## src/rtl/fetch_pkg.sv

```systemverilog
// fetch_pkg
//   Shared types and default parameters for the instruction fetch sequencer.
//   - fetch_state_t : 2-bit FSM state encoding (IDLE/FETCH/DRAIN/DONE)
//   - *_DEF         : default widths and reset PC used by fetch_sequencer
package fetch_pkg;

    localparam int PC_W_DEF     = 10;
    localparam int INSTR_W_DEF  = 32;
    localparam int RESET_PC_DEF = 0;
    localparam int CNT_W_DEF    = 16;

    typedef enum logic [1:0] {
        ST_IDLE  = 2'd0,
        ST_FETCH = 2'd1,
        ST_DRAIN = 2'd2,
        ST_DONE  = 2'd3
    } fetch_state_t;

endpackage

```

## src/rtl/fetch_out_reg.sv

```systemverilog
// fetch_out_reg
//   Single-entry valid/ready holding register between the fetch FSM and decode.
//   Ports:
//     clk, rst_n           clock, asynchronous active-low reset
//     load                 capture in_instr/in_pc and raise out_valid
//     flush                drop the held word (wins over load)
//     in_instr, in_pc      word and address to capture
//     out_ready            downstream accept
//     out_valid/instr/pc   held word presented to decode
//   The data fields are only written on load, so out_instr/out_pc stay stable
//   while a word waits for out_ready.
module fetch_out_reg
    import fetch_pkg::*;
#(
    parameter int PC_W    = PC_W_DEF,
    parameter int INSTR_W = INSTR_W_DEF
) (
    input  logic               clk,
    input  logic               rst_n,
    input  logic               load,
    input  logic               flush,
    input  logic [INSTR_W-1:0] in_instr,
    input  logic [PC_W-1:0]    in_pc,
    input  logic               out_ready,
    output logic               out_valid,
    output logic [INSTR_W-1:0] out_instr,
    output logic [PC_W-1:0]    out_pc
);

    always_ff @(posedge clk or negedge rst_n) begin
        if (!rst_n) begin
            out_valid <= 1'b0;
            out_instr <= '0;
            out_pc    <= '0;
        end else if (flush) begin
            out_valid <= 1'b0;
        end else if (load) begin
            out_valid <= 1'b1;
            out_instr <= in_instr;
            out_pc    <= in_pc;
        end else if (out_ready) begin
            // accepted with nothing new to replace it
            out_valid <= 1'b0;
        end
    end

endmodule

```

## src/rtl/fetch_sequencer.sv

```systemverilog
// fetch_sequencer
//   Drives the PC of a combinational-read instruction memory and streams the
//   fetched words to decode over valid/ready. Runs from RESET_PC up to the
//   end address sampled on start, follows branch/jump redirects and kills the
//   in-flight word when one arrives.
//
//   state | meaning
//   ------+---------------------------------------------------------------
//   IDLE  | after reset, waiting for start
//   FETCH | issuing one word per cycle while the output slot is free
//   DRAIN | end address issued, waiting for decode to take the last word
//   DONE  | run complete, waiting for the next start
//
//   Ports:
//     clk, rst_n        clock, asynchronous active-low reset
//     start, end_pc     begin a run at RESET_PC; end_pc is the last address
//     imem_pc           address to instruction memory (pc register)
//     imem_instr        instruction memory data for imem_pc, same cycle
//     redirect_valid/pc branch/jump target (FETCH/DRAIN only)
//     out_valid/instr/pc, out_ready   fetched-word handshake to decode
//     busy, done        status (FETCH|DRAIN, DONE)
//     issue_count       words loaded into the output register this run
module fetch_sequencer
    import fetch_pkg::*;
#(
    parameter int PC_W     = PC_W_DEF,
    parameter int INSTR_W  = INSTR_W_DEF,
    parameter int RESET_PC = RESET_PC_DEF,
    parameter int CNT_W    = CNT_W_DEF
) (
    input  logic               clk,
    input  logic               rst_n,
    input  logic               start,
    input  logic [PC_W-1:0]    end_pc,
    output logic [PC_W-1:0]    imem_pc,
    input  logic [INSTR_W-1:0] imem_instr,
    input  logic               redirect_valid,
    input  logic [PC_W-1:0]    redirect_pc,
    output logic               out_valid,
    output logic [INSTR_W-1:0] out_instr,
    output logic [PC_W-1:0]    out_pc,
    input  logic               out_ready,
    output logic               busy,
    output logic               done,
    output logic [CNT_W-1:0]   issue_count
);

    localparam logic [PC_W-1:0] RESET_PC_V = PC_W'(RESET_PC);

    fetch_state_t      state, state_nxt;
    logic [PC_W-1:0]   pc, pc_nxt;
    logic [PC_W-1:0]   end_reg, end_nxt;
    logic [CNT_W-1:0]  cnt_nxt;
    logic              load;
    logic              flush;
    logic              slot_free;

    assign slot_free = !out_valid || out_ready;

    always_ff @(posedge clk or negedge rst_n) begin
        if (!rst_n) begin
            state       <= ST_IDLE;
            pc          <= RESET_PC_V;
            end_reg     <= '0;
            issue_count <= '0;
        end else begin
            state       <= state_nxt;
            pc          <= pc_nxt;
            end_reg     <= end_nxt;
            issue_count <= cnt_nxt;
        end
    end

    always_comb begin
        state_nxt = state;
        pc_nxt    = pc;
        end_nxt   = end_reg;
        cnt_nxt   = issue_count;
        load      = 1'b0;
        flush     = 1'b0;

        case (state)
            ST_IDLE, ST_DONE: begin
                // redirect is ignored here, so start alone decides
                if (start) begin
                    state_nxt = ST_FETCH;
                    pc_nxt    = RESET_PC_V;
                    end_nxt   = end_pc;
                    cnt_nxt   = '0;
                    flush     = 1'b1;
                end
            end

            ST_FETCH: begin
                if (redirect_valid) begin
                    // kills the held word even if decode accepts it this cycle
                    flush  = 1'b1;
                    pc_nxt = redirect_pc;
                end else if (slot_free) begin
                    load = 1'b1;
                    if (issue_count != '1) begin
                        cnt_nxt = issue_count + 1'b1;
                    end
                    if (pc == end_reg) begin
                        // pc parks on the last address
                        state_nxt = ST_DRAIN;
                    end else begin
                        pc_nxt = pc + 1'b1;
                    end
                end
            end

            ST_DRAIN: begin
                if (redirect_valid) begin
                    flush     = 1'b1;
                    pc_nxt    = redirect_pc;
                    state_nxt = ST_FETCH;
                end else if (slot_free) begin
                    flush     = 1'b1;
                    state_nxt = ST_DONE;
                end
            end

            default: begin
                state_nxt = ST_IDLE;
            end
        endcase
    end

    fetch_out_reg #(
        .PC_W    (PC_W),
        .INSTR_W (INSTR_W)
    ) u_out_reg (
        .clk       (clk),
        .rst_n     (rst_n),
        .load      (load),
        .flush     (flush),
        .in_instr  (imem_instr),
        .in_pc     (pc),
        .out_ready (out_ready),
        .out_valid (out_valid),
        .out_instr (out_instr),
        .out_pc    (out_pc)
    );

    assign imem_pc = pc;
    assign busy    = (state == ST_FETCH) || (state == ST_DRAIN);
    assign done    = (state == ST_DONE);

endmodule

```

## config.mk

```make
export PLATFORM = sky130hd
export DESIGN_NAME = fetch_sequencer
export DESIGN_NICKNAME = d
export VERILOG_FILES = /design/src/rtl/fetch_pkg.sv /design/src/rtl/fetch_out_reg.sv /design/src/rtl/fetch_sequencer.sv
export SDC_FILE = /design/constraint.sdc
export NUM_CORES = 1
export LEC_CHECK = 0
export CAP_MARGIN = 0
export CORE_ASPECT_RATIO = 0.6
export CORE_MARGIN = 3
export CORE_UTILIZATION = 40
export DETAILED_ROUTE_END_ITERATION = 12
export PLACE_DENSITY = 0.79
export SLEW_MARGIN = 20
export SYNTH_ARGS = -nofsm -noshare
export SYNTH_HDL_FRONTEND = slang
export SYNTH_SLANG_ARGS = --single-unit
```

## constraint.sdc

```tcl
create_clock -name clk -period 2.4 [get_ports clk]
set_input_delay 0.24 -clock clk [delete_from_list [all_inputs] [get_ports clk]]
set_output_delay 0.24 -clock clk [all_outputs]
set_load 0.005 [all_outputs]
```

==> out/qor.yml, run 1 <==
status:
  status: "complete, no violations"
worst_setup_path:
  path_delay_family: "simple AND/OR/NAND/NOR gates"
  path_cells: "inv_1 -> ha_2 -> nor2b_2 -> a21oi_1 -> or3_1 -> or4_1 -> a21oi_1"
  r2r_setup_slack_ns: 0.11
  worst-path-max-fanout: 9
  crit_type: "flop to flop"
  cpPeakStageDelay_ns: 0.50
  cp-start-kind: "flop"
  critPathRequiredTime_ns: 2.66
  timing.rr.end: "issue_count[15]$_DFFE_PN0P_"
  reg2reg_depth: 7
  crit_arrival_ns: 2.55
  cp-end-kind: "flop"
  r2r_start: "state[1]$_DFFE_PN0P_"
  crit_path_frequent_cell: "a21oi_1"
  path_buf_inv: 1
  cp_slowest_cell: "or4_1"
global_routing:
  grt_max_degree: 48
  antenna_found_initial: 0
  grt_use_total_pct: 19.6
  grt_overflow_total: 0
  grt_pass1_vias: 3328
  grt_pass1_wl_um: 17000
synthesis:
  yosysTopAreaCellShare_pct: 51.8
  synthAdderAreaFrac_pct: 1.92
  synth-seq-cells: 81
  yosysTopAreaCell: "dfrtp_1"
  synth_seq_area_share_pct: 51.8
  syn-cell-area_um2: 3920
  synth_xor_area_share_pct: 3.13
  yosys.area_share.simple_pct: 12.4
  yosysUniqueCellTypes: 52
  synth-edff-count: 0
  synth_compound_area_share_pct: 12.5
  synthMostInstantiatedCell: "dfrtp_1"
  yosysWarnings: 0
  synth_ff_type: "dfrtp_1"
  syn-instance-count: 340
  muxShareOfSynthArea_pct: 15.8
  syn-mean-instance-area_um2: 11.5
  postSynth.asyncResetShare_pct: 100
  synth_fp_nets: 403
  synth_commonest_cells: "dfrtp_1 (81), mux2_2 (53), nand2_1 (22)"
  synthTopCellsByArea: "dfrtp_1 (52%), mux2_2 (15%), xor2_1 (2.7%), o21ai_0 (2.3%), nand2_1 (2.1%)"
  synth_top_family_by_area: "multiplexers"
sta:
  hold_viol_final: 0
  final_max_slew_viol_count: 0
  clock_skew_ns: 0.00574
  tns_ns: 0
  tightestPinTransition_ns: 0.671
  finalCritPeriodShare_pct: 95.3
  max_slew_margin_pct: 54.9
  final.min_clock_period_ns: 2.29
  grt_setup_unrepaired: "no"
  setup_violations: 0
  timing.fmax_mhz: 437
clock_tree:
  htreeDepth: 3
  clock-root-buffer: "clkbuf_16"
  cts_buffers: 9
  cts.sinks: 81
  cts_tree: "built"
  clock_latency_ns: 0.34
  path_clk_slew_ns: 0.06
  clock_path_buffers: 2
hold_path:
  min_path_type: "input port to async pin"
finish:
  diodes: 0
  syn2layout_area_growth_pct: 47.4
  top_regs: "u_out_reg.out_instr (32), issue_count (16)"
  largest_reg_flops: 32
  largest-register: "u_out_reg.out_instr"
  drive_gt1_share_pct: 20.8
  fin_nets: 544
run:
  cap_violations: 0
routing:
  viasPerCell: 5.38
  postRouteAntennaNets: 0
  remaining_drc_errors: 0
  wl_um: 10500
  dr.pass1.iters: 5
  drt_iter0_drc: 233
  vias: 3315
  wire_per_inst_um: 17.1
placed_design:
  portBuffers: 127
  detailed_place_hpwl_um: 7910
  place_congestion: 0.933
power:
  power_mw: 6.82
  power_density_nw_per_um2: 1180
  leakage_nw: 2.43
  worst_ir_drop_vdd_mv: 0.687
floorplan:
  die-area_um2: 11000
  top_level_ports: 128
  die_x_um: 134
  rows: 27
  initial_core_util_pct: 41.8
  core_area_um2: 9360
  die_height_um: 82.6
[power by group]
part / internal, mW / switching, mW / leakage [nW]
registers: 1.94 / 0.471 / 1.01
logic: 1.80 / 1.20 / 1.27
clock network: 0.836 / 0.566 / 0.141
[stage by stage]
stage	hold slack, ns	instance area, um2	instances	util (%)	worst slack [ns]
after floorplan	-0.0556	3920	340	-	0.162
after global placement	0.224	5450	599	58.2	0.179
after detailed placement	0.230	5450	599	58.2	0.0490
after CTS	0.410	5760	616	61.6	0.0184
after global routing	0.459	5770	616	61.7	0.00306
final	0.398	5770	616	61.7	0.113
[what timing repair did]
| item | in CTS | in global routing |
|---|---|---|
| hold buffers | 1 | 0 |
| endpoints found under the setup margin | 0 | 4 |
| setup buffers | 0 | 0 |
| resized for setup | 0 | 2 |
| hold endpoints to repair | 34 | 0 |
[final cells by class]
type                            count  area (um2)
Timing Repair Buffer              145        1440
Multi-Input combinational cell    236        1800
Sequential cell                    81        2030
Clock inverter                      6        66.3
Fill cell                         760        3590
Inverter                            8        30.0
Clock buffer                       10         239
Tap cell                          130         163
[how the worst max path moves through the flow]
stage,depth (start not counted),slack [ns],start,end
after floorplan,8,0.16,state[0]$_DFFE_PN0P_,issue_count[15]$_DFFE_PN0P_
after CTS,7,0.02,state[1]$_DFFE_PN0P_,issue_count[15]$_DFFE_PN0P_
after global placement,7,0.18,state[1]$_DFFE_PN0P_,issue_count[15]$_DFFE_PN0P_
after global routing,5,0.003,issue_count[0]$_DFFE_PN0P_,issue_count[2]$_DFFE_PN0P_
final,7,0.11,state[1]$_DFFE_PN0P_,issue_count[15]$_DFFE_PN0P_
after detailed placement,7,0.05,state[1]$_DFFE_PN0P_,issue_count[15]$_DFFE_PN0P_
[cells by family after synthesis]
| logic type | count (synthesis) |
|---|---|
| DFF | 81 |
| adders and majority gates | 6 |
| and+or+nand+nor | 90 |
| buffers and inverters | 23 |
| xor gates and xnor gates | 14 |
| muxes | 55 |
| AOI/OAI and AO/OA | 71 |
[layout by cell type (no fill, tap or decap), types with 4 or more instances in the layout]
master | synthesis | final
a21oi_1 | 10 | 10
nor3_1 | 4 | 4
o311ai_0 | 5 | 5
or4_1 | 4 | 4
dfrtp_1 | 81 | 81
clkdlybuf4s50_1 | 0 | 126
mux2_2 | 53 | 53
buf_4 | 0 | 15
o2bb2ai_1 | 5 | 5
a22oi_1 | 4 | 4
clkbuf_16 | 0 | 9
or3_1 | 4 | 4
and3_1 | 4 | 4
nand2b_1 | 6 | 6
ha_1 | 6 | 5
nand3_1 | 11 | 10
o31ai_1 | 4 | 4
o21ai_0 | 18 | 18
xor2_1 | 12 | 12
nand2_1 | 22 | 22
nor2_1 | 12 | 12
inv_1 | 8 | 8
nor4_1 | 5 | 5
[layer usage]
layer / vias up / GRT usage (%) / share of wire [%]
li1: 1544 / - / -
met1: 1576 / 25.3 / 43
met2: 177 / 31.4 / 45
met3: 18 / 7.51 / 11
met4: 0 / 5.24 / 1.4
met5: - / 0 / 0
[worst reg2reg max path, stage by stage (launching register included)]
cell     delay (ns)
dfrtp_1        0.40
inv_1          0.10
ha_2           0.29
nor2b_2        0.20
a21oi_1        0.10
or3_1          0.46
or4_1          0.50
a21oi_1        0.15
No activity file was read; power rests on OpenSTA's default activity.
==> run 2: changes to the inputs <==
--- a/config.mk
+++ b/config.mk
@@ -8,9 +8,10 @@
 export CAP_MARGIN = 0
 export CORE_ASPECT_RATIO = 0.6
 export CORE_MARGIN = 3
-export CORE_UTILIZATION = 40
+export CORE_UTILIZATION = 42
 export DETAILED_ROUTE_END_ITERATION = 12
-export PLACE_DENSITY = 0.79
+export GPL_TIMING_DRIVEN = 0
+export PLACE_DENSITY = 0.77
 export SLEW_MARGIN = 20
 export SYNTH_ARGS = -nofsm -noshare
 export SYNTH_HDL_FRONTEND = slang
==> out/qor.yml, run 2 (synthesis results as in run 1) <==
clock_tree:
  clock-root-buffer: "clkbuf_16"  # unchanged
  htreeDepth: 3  # unchanged
  cts_buffers: 9  # unchanged
  cts.sinks: 81  # unchanged
  clock_path_buffers: 2  # unchanged
  cts_tree: "built"  # unchanged
  clock_latency_ns: 0.33  # was 0.34 ns
  path_clk_slew_ns: 0.06  # about the same
placed_design:
  detailed_place_hpwl_um: 8110  # was 7910 um
  dp_cells: 580  # was 599
  post_dp_cell_area_um2: 5350  # was 5450 um2
  portBuffers: 127  # unchanged
  place_congestion: 0.838  # was 0.933
worst_setup_path:
  path_cells: "inv_1 -> ha_1 -> buf_4 -> nor2b_2 -> or3_1 -> or4_1 -> a21oi_1"  # was inv_1 -> ha_2 -> nor2b_2 -> a21oi_1 -> or3_1 -> or4_1 -> a21oi_1
  cp_slowest_cell: "or3_1"  # was or4_1
  cp-end-kind: "flop"  # unchanged
  path_delay_family: "simple AND/OR/NAND/NOR gates"  # unchanged
  cp-start-kind: "flop"  # unchanged
  path_buf_inv: 2  # was 1
  critPathRequiredTime_ns: 2.65  # was 2.66 ns
  crit_type: "flop to flop"  # unchanged
  crit_arrival_ns: 2.60  # was 2.55 ns
  worst-path-max-fanout: 10  # was 9
  cpPeakStageDelay_ns: 0.50  # about the same
sta:
  timing.fmax_mhz: 425  # was 437 MHz
  setup_violations: 0  # unchanged
  finalCritPeriodShare_pct: 98.0  # was 95.3%
  tightestPinTransition_ns: 0.757  # was 0.671 ns
  grt_setup_unrepaired: "no"  # unchanged
  final.min_clock_period_ns: 2.35  # was 2.29 ns
  final_max_slew_viol_count: 0  # unchanged
  clock_skew_ns: 0.00705  # was 0.00574 ns
  hold_viol_final: 0  # unchanged
  max_slew_margin_pct: 49.1  # was 54.9%
global_routing:
  grt_use_total_pct: 21.8  # was 19.6%
  antenna_found_initial: 0  # unchanged
  grt_pass1_wl_um: 17800  # was 17000 um
  grt_pass1_vias: 3363  # was 3328
  grt_max_degree: 53  # was 48
  grt_overflow_total: 0  # unchanged
power:
  leakage_nw: 2.39  # was 2.43 nW
  power_mw: 6.67  # was 6.82 mW
  worst_ir_drop_vdd_mv: 0.693  # was 0.687 mV
  power_density_nw_per_um2: 1170  # was 1180 nW/um2
hold_path:
  min_path_type: "input port to async pin"  # unchanged
routing:
  vias: 3367  # was 3315
  wl_um: 10800  # was 10500 um
  viasPerCell: 5.63  # was 5.38
  wire_per_inst_um: 18.1  # was 17.1 um
  remaining_drc_errors: 0  # unchanged
  postRouteAntennaNets: 0  # unchanged
  drt_iter0_drc: 261  # was 233
  dr.pass1.iters: 5  # unchanged
floorplan:
  die-area_um2: 10600  # was 11000 um2
  initial_core_util_pct: 44.6  # was 41.8%
  die_x_um: 131  # was 134 um
  rows: 26  # was 27
  top_level_ports: 128  # unchanged
  die_height_um: 80.8  # was 82.6 um
  core_area_um2: 8780  # was 9360 um2
finish:
  syn2layout_area_growth_pct: 45.6  # was 47.4%
  utilization_pct: 64.9  # was 61.7%
  drive_gt1_share_pct: 20.6  # was 20.8%
  stdcell_count: 598  # was 616
  diodes: 0  # unchanged
  final_cell_mix: "clkdlybuf4s50_1 (126), dfrtp_1 (81), mux2_2 (53), nand2_1 (22), o21ai_0 (17)"  # was clkdlybuf4s50_1 (126), dfrtp_1 (81), mux2_2 (53), nand2_1 (22), o21ai_0 (18)
  fin_nets: 544  # unchanged
  largest-register: "u_out_reg.out_instr"  # unchanged
  layout_commonest_cell: "clkdlybuf4s50_1"  # unchanged
  fin_area_um2: 5700  # was 5770 um2
  largest_reg_flops: 32  # unchanged
  top_regs: "u_out_reg.out_instr (32), issue_count (16)"  # unchanged
status:
  status: "complete, no violations"  # unchanged
run:
  cap_violations: 0  # unchanged
-- run 2: changes by cell type in the layout (fill, tap and decap cells not counted), sizes merged --
cell / previous run / this run
clkbuf: 10 / 19
bufinv: 1 / 0
buf: 18 / 11
inv: 9 / 8
-- run 2: worst paths after layout --
| check | end | slack (ns) | startpoint | cells past startpoint |
|---|---|---|---|---|
| hold / removal | issue_count[9]$_DFFE_PN0P_ | 0.39 | rst_n | 2 |
| setup / recovery | issue_count[15]$_DFFE_PN0P_ | 0.05 | state[0]$_DFFE_PN0P_ | 7 |
| min in group clk | u_out_reg.out_instr[13]$_DFFE_PN0P_ | 0.50 | u_out_reg.out_instr[13]$_DFFE_PN0P_ | 1 |
| max in group asynchronous | u_out_reg.out_instr[0]$_DFFE_PN0P_ | 1.42 | rst_n | 3 |
| hold reg to reg | u_out_reg.out_instr[13]$_DFFE_PN0P_ | 0.50 | u_out_reg.out_instr[13]$_DFFE_PN0P_ | 1 |
| setup reg to reg | issue_count[15]$_DFFE_PN0P_ | 0.05 | state[0]$_DFFE_PN0P_ | 7 |
-- run 2: metal layers --
| metal | global-route usage, % | routed length, um | vias up |
|---|---|---|---|
| li1 | - | - | 1547 |
| met1 | 29.7 | 4610 | 1639 |
| met2 | 32.7 | 4860 | 171 |
| met3 | 9.07 | 1270 | 10 |
| met4 | 4.83 | 93 | 0 |
| met5 | 0 | 0 | - |
-- run 2: report_power, final --
part / internal [mW] / total [mW] / switching [mW]
logic: 1.75 / 2.96 / 1.21
registers: 1.94 / 2.41 / 0.476
clock network: 0.755 / 1.29 / 0.540
total: 4.44 / 6.67 / 2.22
-- run 2: timing repair --
action,4_1_cts,5_1_grt
setup buffers,2,0
endpoints found under the hold margin,29,0
setup endpoints to repair,41,49
gates resized for setup,1,16
hold buffers,1,0
-- run 2: through the flow --
stage               setup WS, ns  TNS [ns]  hold WS (ns)
floorplan                  0.162         0       -0.0556
global placement           -1.79   -144.43         0.485
detailed placement       -0.0758     -1.98         0.198
CTS                      0.00726         0         0.380
global route             0.00185         0         0.428
finish                    0.0490         0         0.386
-- run 2: final cells by class --
type                            count  area (um2)
Clock buffer                       12         256
Multi-Input combinational cell    236        1830
Tap cell                          112         140
Clock inverter                      4        27.5
Buffer                             14        73.8
Sequential cell                    81        2030
Timing Repair Buffer              131        1320
Fill cell                         696        3080
Inverter                            8        30.0
==> run 3: changes to the inputs <==
--- a/config.mk
+++ b/config.mk
@@ -8,10 +8,11 @@
 export CAP_MARGIN = 0
 export CORE_ASPECT_RATIO = 0.6
 export CORE_MARGIN = 3
-export CORE_UTILIZATION = 42
+export CORE_UTILIZATION = 43
+export CTS_BUF_LIST = sky130_fd_sc_hd__clkbuf_4
 export DETAILED_ROUTE_END_ITERATION = 12
 export GPL_TIMING_DRIVEN = 0
-export PLACE_DENSITY = 0.77
+export PLACE_DENSITY = 0.79
 export SLEW_MARGIN = 20
 export SYNTH_ARGS = -nofsm -noshare
 export SYNTH_HDL_FRONTEND = slang
==> out/qor.yml, run 3 (synthesis results as in run 1) <==
placed_design:
  dp_cells: 580  # unchanged
  place_congestion: 0.872  # was 0.838
  portBuffers: 127  # unchanged
  detailed_place_hpwl_um: 8190  # was 8110 um
status:
  status: "complete, no violations"  # unchanged
finish:
  final_cell_mix: "clkdlybuf4s50_1 (126), dfrtp_1 (81), mux2_2 (53), nand2_1 (22), o21ai_0 (18)"  # was clkdlybuf4s50_1 (126), dfrtp_1 (81), mux2_2 (53), nand2_1 (22), o21ai_0 (17)
  n_fill_cell: 658  # was 696
  syn2layout_area_growth_pct: 42.4  # was 45.6%
  utilization_pct: 64.2  # was 64.9%
  drive_gt1_share_pct: 20.9  # was 20.6%
  top_regs: "u_out_reg.out_instr (32), issue_count (16)"  # unchanged
  largest-register: "u_out_reg.out_instr"  # unchanged
  layout_commonest_cell: "clkdlybuf4s50_1"  # unchanged
  diodes: 0  # unchanged
  stdcell_count: 600  # was 598
  largest_reg_flops: 32  # unchanged
  fin_nets: 546  # was 544
clock_tree:
  htreeDepth: 3  # unchanged
  cts_buffers: 9  # unchanged
  clock_path_buffers: 2  # unchanged
  cts_tree: "built"  # unchanged
  path_clk_slew_ns: 0.13  # was 0.06 ns
  clock_latency_ns: 0.45  # was 0.33 ns
  clock-root-buffer: "clkbuf_4"  # was clkbuf_16
  cts.sinks: 81  # unchanged
power:
  power_mw: 6.22  # was 6.67 mW
  worst_ir_drop_vdd_mv: 0.660  # was 0.693 mV
  leakage_nw: 2.34  # was 2.39 nW
  power_density_nw_per_um2: 1120  # was 1170 nW/um2
global_routing:
  grt_pass1_vias: 3414  # was 3363
  grt_use_total_pct: 22.1  # was 21.8%
  grt_overflow_total: 0  # unchanged
  grt_max_degree: 49  # was 53
  grt_pass1_wl_um: 17700  # was 17800 um
  antenna_found_initial: 0  # unchanged
hold_path:
  min_path_type: "input port to async pin"  # unchanged
sta:
  grt_setup_unrepaired: "yes"  # was no
  setup_violations: 0  # unchanged
  tightestPinTransition_ns: 0.679  # was 0.757 ns
  final.min_clock_period_ns: 2.33  # was 2.35 ns
  tns_ns: 0  # unchanged
  final_max_slew_viol_count: 0  # unchanged
  hold_viol_final: 0  # unchanged
  clock_skew_ns: 0.0175  # was 0.00705 ns
  timing.fmax_mhz: 430  # was 425 MHz
  finalHoldWorstSlack_ns: 0.266  # was 0.386 ns
  finalCritPeriodShare_pct: 97.0  # was 98.0%
  max_slew_margin_pct: 54.2  # was 49.1%
routing:
  postRouteAntennaNets: 0  # unchanged
  dr.pass1.iters: 5  # unchanged
  drt_iter0_drc: 246  # was 261
  remaining_drc_errors: 0  # unchanged
  wl_um: 11000  # was 10800 um
  vias: 3333  # was 3367
  wire_per_inst_um: 18.3  # was 18.1 um
  viasPerCell: 5.56  # was 5.63
worst_setup_path:
  cp-start-kind: "flop"  # unchanged
  cp_slowest_cell: "or4_1"  # was or3_1
  path_delay_family: "simple AND/OR/NAND/NOR gates"  # unchanged
  crit_type: "flop to flop"  # unchanged
  critPathRequiredTime_ns: 2.79  # was 2.65 ns
  path_buf_inv: 3  # was 2
  path_cells: "inv_1 -> ha_1 -> buf_4 -> nor2b_2 -> or3_1 -> buf_2 -> or4_1 -> a21oi_2"  # was inv_1 -> ha_1 -> buf_4 -> nor2b_2 -> or3_1 -> or4_1 -> a21oi_1
  crit_arrival_ns: 2.72  # was 2.60 ns
  cpPeakStageDelay_ns: 0.49  # was 0.50 ns
  r2r_setup_slack_ns: 0.07  # was 0.05 ns
  worst-path-max-fanout: 10  # unchanged
  cp-end-kind: "flop"  # unchanged
floorplan:
  die_height_um: 79.9  # was 80.8 um
  top_level_ports: 128  # unchanged
  rows: 26  # unchanged
  die_x_um: 129  # was 131 um
  die-area_um2: 10300  # was 10600 um2
  initial_core_util_pct: 45.1  # was 44.6%
  core_area_um2: 8690  # was 8780 um2
run:
  cap_violations: 0  # unchanged
-- run 3: cell types whose count changed in the layout (fill, tap and decap cells not counted), moves of 2 or more --
cell,delta
buf_4,+3
clkbuf_4,+9
clkbuf_8,-2
clkbuf_16,-9
-- run 3: final timing paths --
path,end,cells past startpoint,start
worst max register to register,issue_count[15]$_DFFE_PN0P_,8,state[0]$_DFFE_PN0P_
max in group asynchronous,u_out_reg.out_instr[2]$_DFFE_PN0P_,3,rst_n
worst max-delay path,issue_count[15]$_DFFE_PN0P_,8,state[0]$_DFFE_PN0P_
worst min-delay path,issue_count[9]$_DFFE_PN0P_,2,rst_n
worst min register to register,issue_count[5]$_DFFE_PN0P_,1,issue_count[5]$_DFFE_PN0P_
min in group clk,u_out_reg.out_instr[20]$_DFFE_PN0P_,2,imem_instr[20]
-- run 3: report_power, final --
part | internal (mW) | switching, mW
Combinational | 1.75 | 1.24
Sequential | 1.93 | 0.478
Clock | 0.322 | 0.494
Total | 4.01 | 2.21
-- run 3: repair_timing --
action                                  4_1_cts  5_1_grt
gates resized for setup                       4       14
buffers inserted                              1        2
endpoints found under the hold margin        33        0
pin swaps                                     0        1
endpoints found under the setup margin       43       51
hold buffers                                  1        0
-- run 3: cell type report --
cell class / count / area [um2] / share of cell area, %
Sequential cell: 81 / 2030 / 36.4
Multi-Input combinational cell: 236 / 1830 / 32.9
Timing Repair Buffer: 132 / 1330 / 23.8
Tap cell: 112 / 140 / 2.51
Buffer: 15 / 81.3 / 1.46
Clock buffer: 10 / 75.1 / 1.35
Clock inverter: 6 / 58.8 / 1.05
Inverter: 8 / 30.0 / 0.539
-- run 3: stage by stage --
stage	setup slack (ns)	cell area, um2
2_1_floorplan	0.162	3920
3_3_place_gp	-1.77	5330
3_5_place_dp	-0.0866	5350
4_1_cts	0.0159	5520
5_1_grt	-0.0784	5570
6_report	0.0719	5570
-- run 3: metal layers --
metal	global-route usage [%]	vias to the layer above	routed length (um)
li1	-	1545	-
met1	28.6	1610	4710
met2	33.6	162	4850
met3	10.0	16	1270
met4	6.08	0	125
met5	0	-	0
